==> config.mk <==
export PLATFORM = sky130hd
export DESIGN_NAME = hpm_unit
export DESIGN_NICKNAME = d
export VERILOG_FILES = /design/src/rtl/hpm_pkg.sv /design/src/rtl/hpm_ctr.sv /design/src/rtl/hpm_unit.sv
export SDC_FILE = /design/constraint.sdc
export NUM_CORES = 1
export LEC_CHECK = 0
export CELL_PAD_IN_SITES_DETAIL_PLACEMENT = 1
export CELL_PAD_IN_SITES_GLOBAL_PLACEMENT = 1
export CORE_MARGIN = 2
export CORE_UTILIZATION = 35
export DETAILED_ROUTE_END_ITERATION = 7
export GPL_TIMING_DRIVEN = 1
export PLACE_DENSITY = 0.74
export SYNTH_ARGS = -nofsm -noshare
export SYNTH_HDL_FRONTEND = slang
export SYNTH_SLANG_ARGS = --single-unit
==> constraint.sdc <==
create_clock -name clk_free -period 3.25 [get_ports clk_free]
set_input_delay 0.4875 -clock clk_free [delete_from_list [all_inputs] [get_ports clk_free]]
set_output_delay 0.4875 -clock clk_free [all_outputs]
set_load 0.05 [all_outputs]
==> src/rtl/hpm_pkg.sv <==
// Shared constants, event-register layout and address helper for the HPM unit.
package hpm_pkg;

   localparam int unsigned HPM_FIRST = 3;

   localparam logic [1:0] PRV_U = 2'd0;
   localparam logic [1:0] PRV_S = 2'd1;
   localparam logic [1:0] PRV_M = 2'd3;

   // Group bases: the counter index lives in addr[4:0].
   localparam logic [11:0] CSR_MCOUNTINHIBIT = 12'h320;
   localparam logic [11:0] MHPMEVENT_BASE    = 12'h320;
   localparam logic [11:0] MHPMEVENTH_BASE   = 12'h720;
   localparam logic [11:0] MHPMCOUNTER_BASE  = 12'hB00;
   localparam logic [11:0] MHPMCOUNTERH_BASE = 12'hB80;
   localparam logic [11:0] HPMCOUNTER_BASE   = 12'hC00;
   localparam logic [11:0] HPMCOUNTERH_BASE  = 12'hC80;

   localparam int unsigned EVT_SEL_W = 8;
   localparam int unsigned EVT_UINH  = 60;
   localparam int unsigned EVT_SINH  = 61;
   localparam int unsigned EVT_MINH  = 62;
   localparam int unsigned EVT_OF    = 63;

   typedef struct packed {
      logic        of;
      logic        minh;
      logic        sinh;
      logic        uinh;
      logic [51:0] rsvd;
      logic [7:0]  sel;
   } hpm_evt_t;

   function automatic logic is_hpm_addr(input logic [11:0] addr);
      logic [11:0] base;
      base = {addr[11:5], 5'd0};
      if (addr == CSR_MCOUNTINHIBIT) return 1'b1;
      if (addr[4:0] < 5'(HPM_FIRST)) return 1'b0;
      return (base == MHPMEVENT_BASE)   || (base == MHPMEVENTH_BASE)   ||
             (base == MHPMCOUNTER_BASE) || (base == MHPMCOUNTERH_BASE) ||
             (base == HPMCOUNTER_BASE)  || (base == HPMCOUNTERH_BASE);
   endfunction

endpackage

==> src/rtl/hpm_ctr.sv <==
// One programmable event counter with its mhpmevent register: filtering,
// CSR write priority over increment, and sticky overflow.
module hpm_ctr
   import hpm_pkg::*;
#(
   parameter int unsigned NUM_EVT = 16,
   parameter int unsigned CNT_W   = 64
) (
   input  logic               clk,
   input  logic               rst,
   input  logic               rv32,
   input  logic [1:0]         prv,
   input  logic [NUM_EVT-1:0] evt,
   input  logic               inhibit,
   input  logic               wr_evt,
   input  logic               wr_evth,
   input  logic               wr_cnt,
   input  logic               wr_cnth,
   input  logic [63:0]        wdata,
   output hpm_evt_t           evt_cfg,
   output logic [CNT_W-1:0]   cnt
);

   logic [CNT_W-1:0] cnt_q, cnt_d;
   logic [7:0]       sel_q, sel_d;
   logic             uinh_q, uinh_d, sinh_q, sinh_d, minh_q, minh_d, of_q, of_d;
   logic             hit, mode_inh, inc, wrap;

   // sel=0 and sel>NUM_EVT match no event line.
   always_comb begin
      hit = 1'b0;
      for (int e = 0; e < int'(NUM_EVT); e++) begin
         if (int'(sel_q) == e + 1) hit = evt[e];
      end
   end

   always_comb begin
      case (prv)
         PRV_U:   mode_inh = uinh_q;
         PRV_S:   mode_inh = sinh_q;
         default: mode_inh = minh_q;
      endcase
   end

   assign inc  = hit && !inhibit && !mode_inh && !wr_cnt && !wr_cnth;
   assign wrap = inc && (cnt_q == '1);

   always_comb begin
      cnt_d  = cnt_q;
      sel_d  = sel_q;
      uinh_d = uinh_q;
      sinh_d = sinh_q;
      minh_d = minh_q;
      of_d   = of_q | wrap;
      if (wr_cnt) begin
         if (rv32) cnt_d[31:0] = wdata[31:0];
         else      cnt_d       = wdata[CNT_W-1:0];
      end else if (wr_cnth) begin
         cnt_d[CNT_W-1:32] = wdata[CNT_W-33:0];
      end else if (inc) begin
         cnt_d = cnt_q + CNT_W'(1);
      end
      // A written OF value overrides an overflow in the same cycle.
      if (wr_evt) begin
         sel_d = wdata[EVT_SEL_W-1:0];
         if (!rv32) {of_d, minh_d, sinh_d, uinh_d} = wdata[EVT_OF:EVT_UINH];
      end
      if (wr_evth) {of_d, minh_d, sinh_d, uinh_d} = wdata[EVT_OF-32:EVT_UINH-32];
   end

   always_ff @(posedge clk) begin
      if (rst) begin
         cnt_q  <= '0;
         sel_q  <= '0;
         uinh_q <= 1'b0;
         sinh_q <= 1'b0;
         minh_q <= 1'b0;
         of_q   <= 1'b0;
      end else begin
         cnt_q  <= cnt_d;
         sel_q  <= sel_d;
         uinh_q <= uinh_d;
         sinh_q <= sinh_d;
         minh_q <= minh_d;
         of_q   <= of_d;
      end
   end

   always_comb begin
      evt_cfg      = '0;
      evt_cfg.of   = of_q;
      evt_cfg.minh = minh_q;
      evt_cfg.sinh = sinh_q;
      evt_cfg.uinh = uinh_q;
      evt_cfg.sel  = sel_q;
   end

   assign cnt = cnt_q;

endmodule

==> src/rtl/hpm_unit.sv <==
// Programmable HPM counters beside the base PMU: owns mcountinhibit, the HPM
// CSR read mux, access legality and the overflow interrupt.
module hpm_unit
   import hpm_pkg::*;
#(
   parameter int unsigned NUM_HPM = 4,
   parameter int unsigned NUM_EVT = 16,
   parameter int unsigned CNT_W   = 64
) (
   input  logic               clk_free,
   input  logic               rst,
   input  logic               rv32,
   input  logic [1:0]         prv,
   input  logic [NUM_EVT-1:0] evt,
   input  logic [31:0]        mcounteren,
   input  logic [31:0]        scounteren,
   input  logic               csr_rd_chk,
   input  logic               csr_wr_chk,
   input  logic               csr_wr,
   input  logic [11:0]        csr_waddr,
   input  logic [11:0]        csr_raddr,
   input  logic [63:0]        csr_wdata,
   output logic [63:0]        csr_rdata,
   output logic               csr_ill,
   output logic               inh_cy,
   output logic               inh_ir,
   output logic               ovf_irq
);

   localparam logic [31:0] INH_MASK = 32'h5 | (((32'h1 << NUM_HPM) - 32'h1) << HPM_FIRST);

   logic [31:0]        inh_q;
   logic [CNT_W-1:0]   cnt     [NUM_HPM];
   hpm_evt_t           evt_cfg [NUM_HPM];
   logic [NUM_HPM-1:0] of_vec;

   always_ff @(posedge clk_free) begin
      if (rst) inh_q <= '0;
      else if (csr_wr && csr_waddr == CSR_MCOUNTINHIBIT) inh_q <= csr_wdata[31:0] & INH_MASK;
   end

   for (genvar i = 0; i < NUM_HPM; i++) begin : g_ctr
      localparam logic [11:0] IDX = 12'(HPM_FIRST + i);
      hpm_ctr #(
         .NUM_EVT (NUM_EVT),
         .CNT_W   (CNT_W)
      ) u_ctr (
         .clk     (clk_free),
         .rst     (rst),
         .rv32    (rv32),
         .prv     (prv),
         .evt     (evt),
         .inhibit (inh_q[HPM_FIRST+i]),
         .wr_evt  (csr_wr && csr_waddr == (MHPMEVENT_BASE | IDX)),
         .wr_evth (csr_wr && rv32 && csr_waddr == (MHPMEVENTH_BASE | IDX)),
         .wr_cnt  (csr_wr && csr_waddr == (MHPMCOUNTER_BASE | IDX)),
         .wr_cnth (csr_wr && rv32 && csr_waddr == (MHPMCOUNTERH_BASE | IDX)),
         .wdata   (csr_wdata),
         .evt_cfg (evt_cfg[i]),
         .cnt     (cnt[i])
      );
      assign of_vec[i] = evt_cfg[i].of;
   end

   // Unimplemented indices fall through to zero.
   always_comb begin
      logic [11:0] rbase;
      rbase     = {csr_raddr[11:5], 5'd0};
      csr_rdata = '0;
      if (csr_raddr == CSR_MCOUNTINHIBIT) csr_rdata = {32'd0, inh_q};
      for (int i = 0; i < int'(NUM_HPM); i++) begin
         if (int'(csr_raddr[4:0]) == int'(HPM_FIRST) + i) begin
            if (rbase == MHPMEVENT_BASE)  csr_rdata = evt_cfg[i];
            if (rbase == MHPMEVENTH_BASE) csr_rdata = {32'd0, evt_cfg[i][63:32]};
            if (rbase == MHPMCOUNTER_BASE || rbase == HPMCOUNTER_BASE)
               csr_rdata = 64'(cnt[i]);
            if (rbase == MHPMCOUNTERH_BASE || rbase == HPMCOUNTERH_BASE)
               csr_rdata = 64'(cnt[i] >> 32);
         end
      end
   end

   always_comb begin
      logic [11:0] wbase;
      logic        hi, usr;
      wbase   = {csr_waddr[11:5], 5'd0};
      hi      = (wbase == MHPMEVENTH_BASE) || (wbase == MHPMCOUNTERH_BASE) ||
                (wbase == HPMCOUNTERH_BASE);
      usr     = (wbase == HPMCOUNTER_BASE) || (wbase == HPMCOUNTERH_BASE);
      csr_ill = 1'b0;
      if ((csr_rd_chk || csr_wr_chk) && is_hpm_addr(csr_waddr)) begin
         if (hi && !rv32) csr_ill = 1'b1;
         if (usr) begin
            if (csr_wr_chk) csr_ill = 1'b1;
            if (prv != PRV_M && !mcounteren[csr_waddr[4:0]]) csr_ill = 1'b1;
            if (prv == PRV_U && !scounteren[csr_waddr[4:0]]) csr_ill = 1'b1;
         end else if (prv != PRV_M) begin
            csr_ill = 1'b1;
         end
      end
   end

   assign inh_cy  = inh_q[0];
   assign inh_ir  = inh_q[2];
   assign ovf_irq = |of_vec;

endmodule

==> results.json <==
{
  "slowest_stage": "clkdlybuf4s50_1",
  "synthTopCellsByArea": "dfxtp_1 (26%), a21oi_1 (6.4%), o21ai_0 (5.7%)",
  "p_seq_share_pct": 38.5,
  "path_buf_inv": 4,
  "powerDensity_mw_per_mm2": 311.6,
  "final_nets": 3774,
  "grt_start_max_net_pins": 99,
  "p_sw_share_pct": 26.27,
  "synth_cell_types": 102,
  "p_leak_uw": 0.01046,
  "dpl.hpwl_mm": 107.8,
  "vias": 30990,
  "fmax_ghz": 0.3022,
  "track_usage_pct": 39.01,
  "crit_type": "input pin to output pin",
  "grt.busiest_layer": "met2",
  "initial_utilization_pct": 35.29,
  "final_layout_size_suffix_gt1_share_pct": 19.25,
  "drv_cap": 0,
  "grt_pass1_wl_mm": 204.7,
  "cts-htree-levels": 2,
  "clkTransAtPathRegs_ns": 0.06,
  "place_area_mm2": 0.02980,
  "synthXorXnorAreaFrac_pct": 0.9238,
  "reg2reg_slack_ns": 0.18,
  "slowest_delay_ns": 0.46,
  "path_max_fanout": 10,
  "drc": 16,
  "area.growth.synth_to_final_pct": 33.93,
  "p_sw_uw": 2598,
  "critPathArrivalTime_ns": 2.82,
  "tritoncts": "yes",
  "fin_area_mm2": 0.03174,
  "cpLargestDelayFamily": "buffers and inverters",
  "fin_skew_ns": 0.02711,
  "drtPass1Iterations": 8,
  "synth-edff-count": 0,
  "syn-mean-instance-area_um2": 7.347,
  "ant_nets": 0,
  "synth_compound_area_share_pct": 32.54,
  "ir_drop_mv": 0.3226,
  "grt_overflow": 0,
  "rsz0062_at_grt": "true",
  "grt_pass1_vias": 29860,
  "ios": 244,
  "synth_top_area_share_pct": 26.18,
  "synthMuxAreaShare_pct": 7.142,
  "final.setup.worst_slack_ns": -0.05906,
  "drv_slew": 0,
  "antenna_found_initial": 7,
  "clock-sinks": 310,
  "synth-seq-area-share_pct": 26.18,
  "fin_crit_sh_pct": 101.8,
  "core_mm2": 0.06716,
  "clk_latency_ns": 0.60,
  "syn_inst": 3226,
  "die_y_um": 264.2,
  "numCtsBuffers": 40,
  "clkPwrFrac_pct": 51.7,
  "startpoint_type": "input pin",
  "violations": "design-rule violations, negative setup slack",
  "routed_wl_mm": 141.5,
  "worstPathCellList": "clkdlybuf4s50_1 -> nor2_2 -> nand2_1 -> nor3b_2 -> buf_4 -> buf_4 -> a222oi_1 -> a21oi_1 -> buf_4",
  "required_ns": 2.76,
  "avgViaCountPerCell": 6.884,
  "endpoint_kind": "output pin",
  "grt_use_met1_pct": 50.44,
  "cts-root-buf": "clkbuf_16",
  "ys_ff_latch": 310,
  "min_period_ns": 3.309,
  "setup_viol": 3,
  "place.gp.congestion": 1.023,
  "synthSimpleGateAreaFrac_pct": 27.37,
  "hold_path_class": "input pin to flop",
  "grtUsageMet3_pct": 7.951,
  "synthAdderAreaFrac_pct": 0.2112,
  "routedWlPerCell_um": 31.43,
  "grtUsageMet2_pct": 58.19,
  "dieArea_mm2": 0.06981,
  "die_x_um": 264.2,
  "pre_cts_ws_ns": -0.4115,
  "power.internal_uw": 7293,
  "first_iter_violations": 4481,
  "p_comb_share_pct": 9.9,
  "port_buffers": 243,
  "ys.flop_type": "dfxtp_1",
  "tightestPinTransition_ns": 1.148,
  "crit_top_cell": "buf_4",
  "yosysWarnings": 0,
  "fp-row-count": 95,
  "status": "finished, violations left",
  "postSynth.asyncResetShare_pct": 0,
  "hold_viol": 0,
  "hold_buffers": 0,
  "syn-cell-area_mm2": 0.02370,
  "clock_path_buffers": 3,
  "synth_top_area_cell": "dfxtp_1",
  "syn_nets": 3406,
  "synth_top_family_by_area": "compound AO/OA/AOI/OAI gates",
  "slew-limit-headroom_pct": 23.24
}
==> final timing paths <==
kind / from / to / cells past startpoint
worst min-delay path: rst / g_ctr[0].u_ctr.cnt[43] / 2
worst max register to register: g_ctr[1].u_ctr.cnt[13] / g_ctr[1].u_ctr.cnt[40] / 7
worst min register to register: g_ctr[1].u_ctr.cnt[21] / g_ctr[1].u_ctr.cnt[21] / 1
worst max-delay path: csr_raddr[4] / csr_rdata[37] / 9
==> cells in the final DEF, fill, tap and decap left out, drive strengths merged, types with 15 or more instances in the layout <==
master,netlist,layout
buf,62,435
nand2,346,346
dfxtp,310,310
a21oi,302,302
o21ai,279,279
nor2,251,251
clkdlybuf4s50,0,168
nand3,147,147
mux2i,114,114
nor3,111,111
a222oi,86,86
a22oi,70,70
clkbuf,223,63
o211ai,57,57
and3,56,56
a31oi,55,55
nor2b,53,53
nor4,52,52
nand4,45,45
and2,36,37
a211oi,35,35
inv,33,35
o221ai,32,32
or3,29,29
a22o,27,27
o311ai,24,24
nand2b,24,24
o22a,23,23
a221oi,23,23
mux4,21,21
o22ai,18,18
a221o,18,18
a311oi,18,18
and4,18,18
or2,17,17
nand3b,16,16
nor3b,16,16
or4,15,15
==> kinds of logic (layout without fill, tap and decap cells) <==
family / Yosys count / in the layout
simple gates: 1266 / 1267
fa+ha+maj: 4 / 4
compound gates: 1158 / 1158
mux: 142 / 142
buf+inv: 321 / 720
flops: 310 / 310
xor+xnor: 25 / 25
other cells: 0 / 3
==> repair_timing <==
item                       CTS  global route
buffers inserted             9             4
setup endpoints to repair   65            50
cloned                       2             1
pin swaps                   17             9
resized for setup           53            29
==> cells in the mapped netlist, drive strengths merged (24+ instances only) <==
cell type	number
a211oi	35
a21oi	302
a222oi	86
a22o	27
a22oi	70
a31oi	55
and2	36
and3	56
buf	62
clkbuf	223
dfxtp	310
inv	33
mux2i	114
nand2	346
nand2b	24
nand3	147
nand4	45
nor2	251
nor2b	53
nor3	111
nor4	52
o211ai	57
o21ai	279
o221ai	32
o311ai	24
or3	29
==> final cells by class <==
cell class / instances / area, µm²
clock inverter: 13 / 226.5
multi-input combinational: 2596 / 16750
tap: 873 / 1092
fill: 8081 / 35420
timing repair buffer: 613 / 6105
antenna: 3 / 7.507
inverter: 33 / 123.9
sequential: 310 / 6206
clock buffer: 61 / 1231
==> worst reg2reg max path: cells and delay by family, from the launching register on <==
family,cells,cell delay [ns]
AND/OR/NAND/NOR,4,1.98
flip-flops,1,0.45
AO/OA/AOI/OAI,3,0.50
==> registers in the layout, indices dropped and copies added, names as in the netlist <==
register            cells
g_ctr.u_ctr.minh_q      4
g_ctr.u_ctr.uinh_q      4
inh_q                   6
g_ctr.u_ctr.cnt       256
g_ctr.u_ctr.sinh_q      4
g_ctr.u_ctr.sel_q      32
g_ctr.u_ctr.of_q        4
==> power groups by stage <==
stage / Combinational [µW] / Clock [µW] / Sequential [µW]
global placement: 905 / 0 / 3890
floorplan: 324 / 0 / 3890
finish: 976 / 5110 / 3800
detailed placement: 910 / 0 / 3890
CTS: 931 / 5120 / 3800
global route: 982 / 5270 / 3800
==> through the flow <==
step	utilization (%)	instances	hold slack (ns)	TNS (ns)	power (µW)
floorplan	-	3226	0.4393	-0.4192	4211
global placement	44.38	4411	0.4660	-21.46	4794
detailed placement	44.38	4411	0.4763	-21.73	4799
CTS	46.99	4494	0.3923	-0.001720	9854
global route	47.26	4500	0.4284	-1.567	10060
finish	47.27	4502	0.3867	-0.07879	9891
==> metal layers <==
metal | vias up | share of wire [%]
met2 | 2058 | 42
met1 | 15190 | 39
met4 | 6 | 8.3
met5 | - | 0.026
met3 | 561 | 11
li1 | 13180 | -
Note: power is estimated with default switching activity, not from simulation.
